==> src/rtl/sprite_anim_rom.sv <==
// sprite_anim_rom
//   Multi-frame sprite bitmap ROM with an animation sequencer and a registered
//   row read port. The frame index advances every TICKS_PER_FRAME frame_tick
//   pulses while anim_en is high; frame_load forces a frame directly.
//
// Ports:
//   Clk         system clock, rising edge
//   Reset_n     asynchronous active-low reset
//   frame_tick  one-cycle pulse per video frame
//   anim_en     1 = sequencer advances on frame_tick
//   frame_load  one-cycle strobe: cur_frame <= frame_sel (saturated)
//   frame_sel   frame index to load
//   rd_en       row read request
//   row_addr    row within the current frame
//   mirror      1 = return the row bit-reversed
//   data_out    registered row data (1-cycle latency)
//   data_valid  high one cycle after an accepted rd_en
//   cur_frame   current frame index
//   anim_wrap   one-cycle pulse on auto-advance wrap FRAMES-1 -> 0
module sprite_anim_rom #(
  parameter int WIDTH           = 8,
  parameter int HEIGHT          = 8,
  parameter int FRAMES          = 3,
  parameter int TICKS_PER_FRAME = 30,
  parameter int AW              = (HEIGHT > 1) ? $clog2(HEIGHT) : 1,
  parameter int FW              = (FRAMES > 1) ? $clog2(FRAMES) : 1,
  parameter logic [0:FRAMES*HEIGHT-1][WIDTH-1:0] ROM_INIT = {
    // frame A
    8'b11000011, 8'b01111110, 8'b11011011, 8'b11111111,
    8'b11111111, 8'b00100100, 8'b01011010, 8'b10000001,
    // frame B
    8'b00000000, 8'b00111100, 8'b01111110, 8'b11011011,
    8'b10100101, 8'b01111110, 8'b00100100, 8'b01000010,
    // frame C
    8'b00011000, 8'b00111100, 8'b01111110, 8'b11011011,
    8'b11111111, 8'b00100100, 8'b01011010, 8'b10100101
  }
) (
  input  logic             Clk,
  input  logic             Reset_n,
  input  logic             frame_tick,
  input  logic             anim_en,
  input  logic             frame_load,
  input  logic [FW-1:0]    frame_sel,
  input  logic             rd_en,
  input  logic [AW-1:0]    row_addr,
  input  logic             mirror,
  output logic [WIDTH-1:0] data_out,
  output logic             data_valid,
  output logic [FW-1:0]    cur_frame,
  output logic             anim_wrap
);

  localparam int TW = (TICKS_PER_FRAME > 1) ? $clog2(TICKS_PER_FRAME) : 1;
  localparam int IW = (FRAMES * HEIGHT > 1) ? $clog2(FRAMES * HEIGHT) : 1;

  logic [TW-1:0]    tick_cnt_q, tick_cnt_d;
  logic [FW-1:0]    cur_frame_q, cur_frame_d;
  logic             anim_wrap_q, anim_wrap_d;
  logic [WIDTH-1:0] data_out_q, data_out_d;
  logic             data_valid_q, data_valid_d;

  logic [31:0]      rom_base;
  logic [IW-1:0]    rom_idx;
  logic             row_in_range;
  logic [WIDTH-1:0] row_data;

  function automatic logic [WIDTH-1:0] bit_rev(input logic [WIDTH-1:0] v);
    logic [WIDTH-1:0] r;
    for (int i = 0; i < WIDTH; i++) r[i] = v[WIDTH-1-i];
    return r;
  endfunction

  // Row lookup uses the frame index as registered before this edge, so a read
  // issued alongside a frame change still returns the old frame. The base is
  // computed at 32 bits so cur_frame*HEIGHT cannot truncate.
  always_comb begin
    rom_base     = 32'(cur_frame_q) * 32'(HEIGHT) + 32'(row_addr);
    rom_idx      = IW'(rom_base);
    row_in_range = (32'(row_addr) < 32'(HEIGHT));
    row_data     = '0;
    if (row_in_range) row_data = ROM_INIT[rom_idx];
  end

  always_comb begin
    tick_cnt_d   = tick_cnt_q;
    cur_frame_d  = cur_frame_q;
    anim_wrap_d  = 1'b0;
    data_out_d   = data_out_q;
    data_valid_d = 1'b0;

    // Load wins over auto-advance and is honoured even with anim_en low.
    if (frame_load) begin
      tick_cnt_d = '0;
      if (32'(frame_sel) > 32'(FRAMES - 1)) cur_frame_d = FW'(FRAMES - 1);
      else                                  cur_frame_d = frame_sel;
    end else if (anim_en && frame_tick) begin
      if (tick_cnt_q == TW'(TICKS_PER_FRAME - 1)) begin
        tick_cnt_d = '0;
        if (cur_frame_q == FW'(FRAMES - 1)) begin
          cur_frame_d = '0;
          anim_wrap_d = 1'b1;
        end else begin
          cur_frame_d = cur_frame_q + FW'(1);
        end
      end else begin
        tick_cnt_d = tick_cnt_q + TW'(1);
      end
    end

    if (rd_en) begin
      data_out_d   = mirror ? bit_rev(row_data) : row_data;
      data_valid_d = 1'b1;
    end
  end

  always_ff @(posedge Clk or negedge Reset_n) begin
    if (!Reset_n) begin
      tick_cnt_q   <= '0;
      cur_frame_q  <= '0;
      anim_wrap_q  <= 1'b0;
      data_out_q   <= '0;
      data_valid_q <= 1'b0;
    end else begin
      tick_cnt_q   <= tick_cnt_d;
      cur_frame_q  <= cur_frame_d;
      anim_wrap_q  <= anim_wrap_d;
      data_out_q   <= data_out_d;
      data_valid_q <= data_valid_d;
    end
  end

  assign data_out   = data_out_q;
  assign data_valid = data_valid_q;
  assign cur_frame  = cur_frame_q;
  assign anim_wrap  = anim_wrap_q;

endmodule
==> config.mk <==
export PLATFORM = sky130hd
export DESIGN_NAME = sprite_anim_rom
export DESIGN_NICKNAME = d
export VERILOG_FILES = /design/src/rtl/sprite_anim_rom.sv
export SDC_FILE = /design/constraint.sdc
export NUM_CORES = 1
export LEC_CHECK = 0
export ABC_AREA = 1
export BUFFER_PORTS_ARGS = -buffer_cell sky130_fd_sc_hd__buf_4
export CORE_MARGIN = 10
export CORE_UTILIZATION = 58
export CTS_BUF_LIST = sky130_fd_sc_hd__clkbuf_2
export DETAILED_ROUTE_END_ITERATION = 12
export GPL_ROUTABILITY_DRIVEN = 1
export PLACE_DENSITY = 0.95
export SYNTH_ARGS = -nofsm -noshare
export SYNTH_HDL_FRONTEND = slang
export SYNTH_SLANG_ARGS = --single-unit
==> constraint.sdc <==
create_clock -name Clk -period 2.7 [get_ports Clk]
set_clock_uncertainty 0.1 [all_clocks]
set_input_delay 0.405 -clock Clk [delete_from_list [all_inputs] [get_ports Clk]]
set_output_delay 0.405 -clock Clk [all_outputs]
set_load 0.03 [all_outputs]
; Yosys cells after proc, flatten, opt, wreduce, memory -nomap -nowiden
; Memory sizes are Yosys's and may differ from the RTL's.
; Cells that the tools add are included.
[word_totals]
output_inout_bits = 12
regBits = 17
wordCells = 34
n_memories = 1
romBits = 256
[classes]
n_eq_ne = 2
bitwise = 1
n_lt_le_gt_ge = 2
muxes = 16
reduce_logical = 4
addsub = 3
[mem_list]
columns = name, words, width, read_ports, rd_ports_with_merged_regs, wr, line_no
row1 = (no name shown), 32, 8, 1, 0, 0, 82  ; if (row_in_range) row_data = ROM_INIT[rom_idx];
[ops]
columns = op, n
row1 = $mux W8, 3
row2 = $mux W5, 3
row3 = $mux W2, 5
row4 = $ge A6 B6 Y1 const B, 1
row5 = $not A5 Y6, 1
row6 = $add A5 B1 Y5 const B, 1
row7 = $add A5 B3 Y5, 1
row8 = $eq A5 B5 Y1 const B, 1
row9 = $mux W1, 5
row10 = $reduce_bool A2 Y1, 2
row11 = $add A2 B1 Y2 const B, 1
row12 = $eq A2 B2 Y1 const B, 1
row13 = $gt A2 B2 Y1 const B, 1
row14 = $reduce_and A2 Y1, 1
row15 = $logic_and A1 B1 Y1, 1

; Logic depth before layout (Yosys ltp)
; Gate-level depths: netlist (run 1).
[depth]
word_depth = 6
ltp_mapped = 9
mapped_depth_nobuf = 9

; Least setup slack after synthesis (run 1)
; Ideal clock, no wire load.
[synth_timing]
path_kind = input -> register
from = input row_addr[0]
to = register data_out_q[0], in the netlist data_out[0]
required_time_ps = 2482
setup_time_ps = 118
cell_stages = 9
slack_ps = 1364
path_buffers = 0
t_arrival_ps = 1118
path_cell_list = inv_1 > ha_1 > inv_1 > nand2_1 > o21ai_0 > nand2_1 > nand2_1 > nor2_1 > nor2_1
[synth_between]
elab_chain_len = 6
[synth_rtl]
columns = element, line_no
row1 = "start, declared", 46  ; input logic [AW-1:0] row_addr,
row2 = $add A5 B3 Y5, 78  ; rom_base = 32'(cur_frame_q) * 32'(HEIGHT) + 32'(row_addr);
row3 = $not A5 Y6 (not written as such), 82
row4 = $mem_v2 Z32 W8, -
row5 = $mux W8 (not written as such) (2 in series), 82
row6 = $mux W8, 112  ; data_out_d = mirror ? bit_rev(row_data) : row_data;
row7 = "end signal, assigned", 128  ; data_out_q <= data_out_d;
row8 = "end, declared", 60  ; logic [WIDTH-1:0] data_out_q, data_out_d;
; Every way passes these cells. The select of a mux whose other input is x is not followed.
; A chain may end at the register's enable or synchronous reset.

; Final worst setup path (run 1)
[layout_timing]
from = register cur_frame_q[1], in the netlist cur_frame[1]
to = output cur_frame[1]
[layout_rtl]
columns = element, line_no
row1 = "start, declared", 58  ; logic [FW-1:0] cur_frame_q, cur_frame_d;
row2 = "start signal, assigned", 126  ; cur_frame_q <= cur_frame_d;
row3 = "end, declared", 50  ; output logic [FW-1:0] cur_frame,
; No word-level cell between the ends.

==> results.md, run 1 <==
* CP required at 2.19 ns
* Die height at 59.4 µm
* TNS Setup at 0 ns
* Root Driver: clkbuf_2
* RSZ-0062 raised after global routing: false
* First-pass GRT wire length at 3620 µm
* Yosys warns at 0
* Full die area at 3530 µm²
* Diodes inserted at 0
* Clock sinks at 13
* Yosys top cell by area: dfrtp_1
* Hold Vio Cnt, Final at 0
* Crit Path Category: flip-flop to output port
* Leak pwr at 0.000575 µW
* Yosys reg bits at 13
* Vias after detailed routing at 851
* Total Power at 569 µW
* Largest family of logic cells by synthesized area: simple AND/OR/NAND/NOR gates
* DRT Pass-1 Iters at 4
* Placed Area at 1040 µm²
* Startpoint Class: flip-flop
* VDD IR-drop max at 0.000322 V
* Ranking of synthesized cells by area: dfrtp_1 (36%), nand2_1 (17%), ha_1 (9.7%)
* Post-DP HPWL at 1770 µm
* Largest net degree at the start of global routing at 14
* Adder-Cell Fraction of Synth Area at 9.74%
* DRT antenna net count at 0
* Yosys cell types at 22
* Starting DRT DRC Count at 15
* Hold Crit Class: primary input to flip-flop
* DIE WIDTH at 59.4 µm
* Post-synthesis xor/xnor area fraction at 1.95%
* CP Max Fanout at 8
* IO Count at 24
* Minimum clock period at 1.52 ns
* IO buf count at 22
* Final period util at 56.2%
* Hold Crit Depth at 1
* Most common cell after layout, fill and taps aside: nand2_1
* Post-synthesis mux area share at 0%
* CTS max path bufs at 2
* Drt wl/cell at 13.3 µm
* Top-area cell type share of the netlist area at 36.2%
* Final net count at 164
* CP delay by family, top: flip-flops
* Seq/Total Area, Yosys at 36.2%
* Syn nets at 141
* Mapped Area at 900 µm²
* Row count at 14
* Pwr per Cell Area at 530 nW/µm²
* Commonest cells after routing, fill and taps aside: nand2_1 (41), buf_4 (22), nor2_1 (15)
* Max incr delay on CP at 0.52 ns
* Final Core Density at 72.1%
* Final setup vio count at 0
* Antenna violations before repair at 0
* Vias per Instance at 5.32
* Worst R2R Path Depth at 5
* Max-slew violations at 0
* WP buf/inv at 1
* Synth Area per Inst at 7.37 µm²
* Layout cells sized above 1 at 25.0%
* Post-Syn Instances at 122
* Slowest cell on the critical path: dfrtp_1
* Global Route Usage Sum at 12.7%
* Final WL at 2130 µm
* Fmax at 659 MHz
* Worst r2r src: tick_cnt_q[1]$_DFFE_PN0P_
* Vias in the first global route at 842
* Routability-driven placement congestion ratio at 0.807
* Inserted Clock Buffers at 3
* Cell area after layout at 1070 µm²
* Layout fillers at 116
* Status: completed
* CTS tree: yes
* Critical Path, Cell by Cell: buf_4
* Worst hold start: rd_en
* Worst skew pair latency at 0.27 ns
* Simple logic cell fraction of the synthesized area at 32.8%
* Critical path depth at 1
* GR Overflow Total at 0
* Area grow syn2layout at 19.3%
* Synth Area in Compound Gates at 9.74%
* Max Cap Viol at 0
* # DRC at 0
* Worst-path clk slew at 0.12 ns
* Crit path DAT at 1.01 ns
* Placeable Area at 1490 µm²
* Worst-Margin Slew at 0.280 ns
* Max-slew headroom at 81.3%
* Initial Util at 60.4%
* # H-tree levels at 1
* Critical path startpoint: cur_frame[1]$_DFFE_PN0P_
* Crit path capture type: output port
* Post-cts resize count at 0
-- final cells by class --
cell class	instances	area (µm²)	share of cell area [%]
flip-flops and latches	13	325	30.3
repair buffers	23	175	16.3
inverters	12	45.0	4.20
multi-input cells	92	488	45.5
clock buffers	4	20.0	1.86
well taps	16	20.0	1.86
-- metrics by stage --
stage | cells | hold slack, ns | setup WS (ns)
2_1_floorplan | 122 | 0.00941 | 1.36
3_3_place_gp | 155 | 0.155 | 1.15
3_5_place_dp | 155 | 0.159 | 1.08
4_1_cts | 160 | 0.191 | 1.19
5_1_grt | 160 | 0.162 | 1.11
6_report | 160 | 0.198 | 1.18
-- power breakdown --
group | internal [µW] | leakage (µW) | switching, µW
combinational | 82.7 | 0.000395 | 146
sequential | 215 | 0.000164 | 23.8
clock | 39.3 | 0.0000166 | 62.2
total | 337 | 0.000575 | 232
-- cell families (layout without fill, tap and decap cells) --
logic type,after synthesis,in the layout
buffers and inverters,17,39
adders and majority gates,7,7
DFF,13,13
and+or+nand+nor,69,69
AOI/OAI and AO/OA,14,14
xor gates and xnor gates,2,2
-- path summary, 6_finish.rpt --
| kind | endpoint | slack (ns) |
|---|---|---|
| worst max-delay path | cur_frame[1] | 1.18 |
| worst min-delay path | data_valid$_DFF_PN0_ | 0.20 |
| worst max register to register | tick_cnt_q[1]$_DFFE_PN0P_ | 1.38 |
| worst min register to register | data_out[0]$_DFFE_PN0P_ | 0.46 |
| max in group asynchronous | data_out[5]$_DFFE_PN0P_ | 1.93 |
| min in group asynchronous | tick_cnt_q[2]$_DFFE_PN0P_ | 0.41 |
-- flip-flops by register name (all words and copies together) (netlist names) --
signal,flops
tick_cnt_q,5
data_out,4
cur_frame,2
anim_wrap,1
data_valid,1
-- cell usage after synthesis --
cell type,instances
o21bai_1,1
o21ai_4,1
inv_1,8
nor3_1,1
nand3_4,1
a21oi_1,3
dfrtp_1,13
nor2_1,15
ha_1,7
nand4_1,1
nand3_1,6
nand2_2,2
nand2_1,41
buf_4,4
nand3b_1,1
o21ai_1,1
buf_6,1
inv_2,4
nor2_2,1
a21oi_2,1
o21ai_0,7
xor2_1,2
-- layer usage --
| layer | GRT usage (%) | part of all wire (%) | vias to the layer above |
|---|---|---|---|
| met3 | 6.22 | 10 | 2 |
| li1 | - | - | 423 |
| met2 | 22.1 | 51 | 40 |
| met4 | 1.97 | 0.28 | 0 |
| met1 | 13.6 | 39 | 386 |
| met5 | 0 | 0 | - |
-- timing repair --
item | CTS | global route
buffers inserted | 0 | 0
hold buffers | 1 | 0
hold endpoints to repair | 13 | 0
Note: power is estimated with default switching activity, not from simulation.
==> run 2: changes to the inputs <==
- CORE_UTILIZATION: 58 -> 53
- PLACE_DENSITY: 0.95 -> 0.92
- clock period: 2.7 -> 1.5 ns (I/O delays scaled with it)
==> run 2 against run 1 <==
Compared with the run above: highest routed layer unchanged; die area up 6.2%; largest cell class unchanged; clock-buffer cell count unchanged; non-clock buffer count unchanged.
==> results.md, run 2 (synthesis results as in run 1) <==
* VDD IR-drop max at 0.000610 V (+89%)
* Drt wl/cell at 12.9 µm (-3.4%)
* Final setup vio count at 0 (unchanged)
* Max-slew violations at 0 (unchanged)
* IO Count at 24 (unchanged)
* Vias after detailed routing at 846 (-0.59%)
* Crit path capture type: output port
* Hold Vio Cnt, Final at 0 (unchanged)
* Routability-driven placement congestion ratio at 0.805 (-0.32%)
* Critical Path, Cell by Cell: buf_4
* GR Overflow Total at 0 (unchanged)
* Most used routing layer: met2
* Layout cells sized above 1 at 25.0% (unchanged)
* Crit path DAT at 1.03 ns (+0.02 ns)
* Minimum clock period at 1.36 ns
* Row count at 14 (unchanged)
* Worst r2r src: tick_cnt_q[0]$_DFFE_PN0P_
* Die height at 61.2 µm (+3.1%)
* Max incr delay on CP at 0.54 ns (+0.02 ns)
* Commonest cells after routing, fill and taps aside: nand2_1 (41), buf_4 (22), nor2_1 (15)
* Area grow syn2layout at 19.3% (unchanged)
* Global Route Usage Sum at 11.7% (-0.95 points)
* Pwr per Cell Area at 956 nW/µm² (+80%)
* DIE WIDTH at 61.2 µm (+3.1%)
* Crit Path Category: flip-flop to output port
* Hold Crit Class: primary input to flip-flop
* CP delay by family, top: flip-flops
* Placeable Area at 1560 µm² (+4.7%)
* Met2 Usage GRT at 18.0% (-4.1 points)
* # hold bufs at CTS at 1 (unchanged)
* DRT antenna net count at 0 (unchanged)
* Slowest cell on the critical path: dfrtp_1
* Post-CTS Setup Bufs at 0 (unchanged)
* Final WL at 2060 µm (-3.4%)
* Vias in the first global route at 813 (-3.4%)
* Largest net degree at the start of global routing at 14 (unchanged)
* Post-cts resize count at 0 (unchanged)
* Critical path startpoint: cur_frame[1]$_DFFE_PN0P_
* CP Max Fanout at 8 (unchanged)
* Startpoint Class: flip-flop
* Met1 usage at 14.3% (+0.74 points)
* # H-tree levels at 1 (unchanged)
* Final net count at 164 (unchanged)
* CTS max path bufs at 2 (unchanged)
* RSZ-0062 raised after global routing: false
* Leak pwr at 0.000575 µW (unchanged)
* Full die area at 3750 µm² (+6.2%)
* Root Driver: clkbuf_2
* Worst-Margin Slew at 0.304 ns (+0.0239 ns)
* Post-DP HPWL at 1640 µm (-7.4%)
* Worst hold start: rd_en
* Largest register FFs at 5 (unchanged)
* Largest Register: tick_cnt_q
* Clock sinks at 13 (unchanged)
* DRT Pass-1 Iters at 4 (unchanged)
* Layout fillers at 131 (+13%)
* Met3 Usage GRT at 4.12% (-2.1 points)
* Vias per Instance at 5.29 (-0.59%)
* Diodes inserted at 0 (unchanged)
* CTS tree: yes
* Fmax at 736 MHz
* Antenna violations before repair at 0 (unchanged)
* Worst skew pair latency at 0.26 ns (about the same)
* Max Cap Viol at 0 (unchanged)
* Starting DRT DRC Count at 46 (+31)
* CP required at 1.17 ns (-1.02 ns)
* Inserted Clock Buffers at 3 (unchanged)
* Final period util at 90.6%
* Max-slew headroom at 79.7% (-1.6 points)
* First-pass GRT wire length at 3410 µm (-5.7%)
* WP buf/inv at 1 (unchanged)
* TNS Setup at 0 ns (unchanged)
* Initial Util at 57.7% (-2.7 points)
* Most common cell after layout, fill and taps aside: nand2_1
* Worst-path clk slew at 0.13 ns (about the same)
* Status: completed
* # DRC at 0 (unchanged)
* Hold WS at 0.0226 ns (-0.176 ns)
* IO buf count at 22 (unchanged)
==> run 2: layout make-up <==
type	instances	area (µm²)	area share (%)
inverter	12	45.0	4.20
timing repair buffer	23	175	16.3
clock buffer	4	20.0	1.86
multi-input combinational	92	488	45.5
sequential	13	325	30.3
tap	16	20.0	1.86
==> run 2: worst paths after layout <==
| check | endpoint | slack, ns | depth (start not counted) |
|---|---|---|---|
| worst min register to register | data_out[5]$_DFFE_PN0P_ | 0.46 | 2 |
| worst max-delay path | cur_frame[1] | 0.14 | 1 |
| min in group asynchronous | data_out[6]$_DFFE_PN0P_ | 0.22 | 2 |
| worst max register to register | tick_cnt_q[1]$_DFFE_PN0P_ | 0.19 | 4 |
| worst min-delay path | data_valid$_DFF_PN0_ | 0.02 | 1 |
| max in group asynchronous | tick_cnt_q[2]$_DFFE_PN0P_ | 0.92 | 2 |
==> run 2: report_power, final <==
group / switching, µW / total, µW / internal, µW
registers: 44.0 / 431 / 387
clock network: 114 / 185 / 70.7
logic: 262 / 411 / 149
total: 421 / 1030 / 606
==> run 2: routing by layer <==
| metal | vias to the layer above | routed length [µm] |
|---|---|---|
| met2 | 36 | 930 |
| met1 | 375 | 915 |
| met5 | - | 0 |
| met4 | 0 | 23 |
| li1 | 428 | - |
| met3 | 7 | 192 |
==> run 2: metrics by stage <==
| step | util, % | setup WS (ns) | total power (µW) | std cells | cell area [µm²] |
|---|---|---|---|---|---|
| floorplan | - | 0.296 | 716 | 122 | 900 |
| global placement | 66.9 | 0.139 | 834 | 155 | 1040 |
| detailed placement | 66.9 | 0.119 | 847 | 155 | 1040 |
| CTS | 68.9 | 0.145 | 1030 | 160 | 1070 |
| global route | 68.9 | 0.0742 | 1090 | 160 | 1070 |
| finish | 68.9 | 0.142 | 1030 | 160 | 1070 |
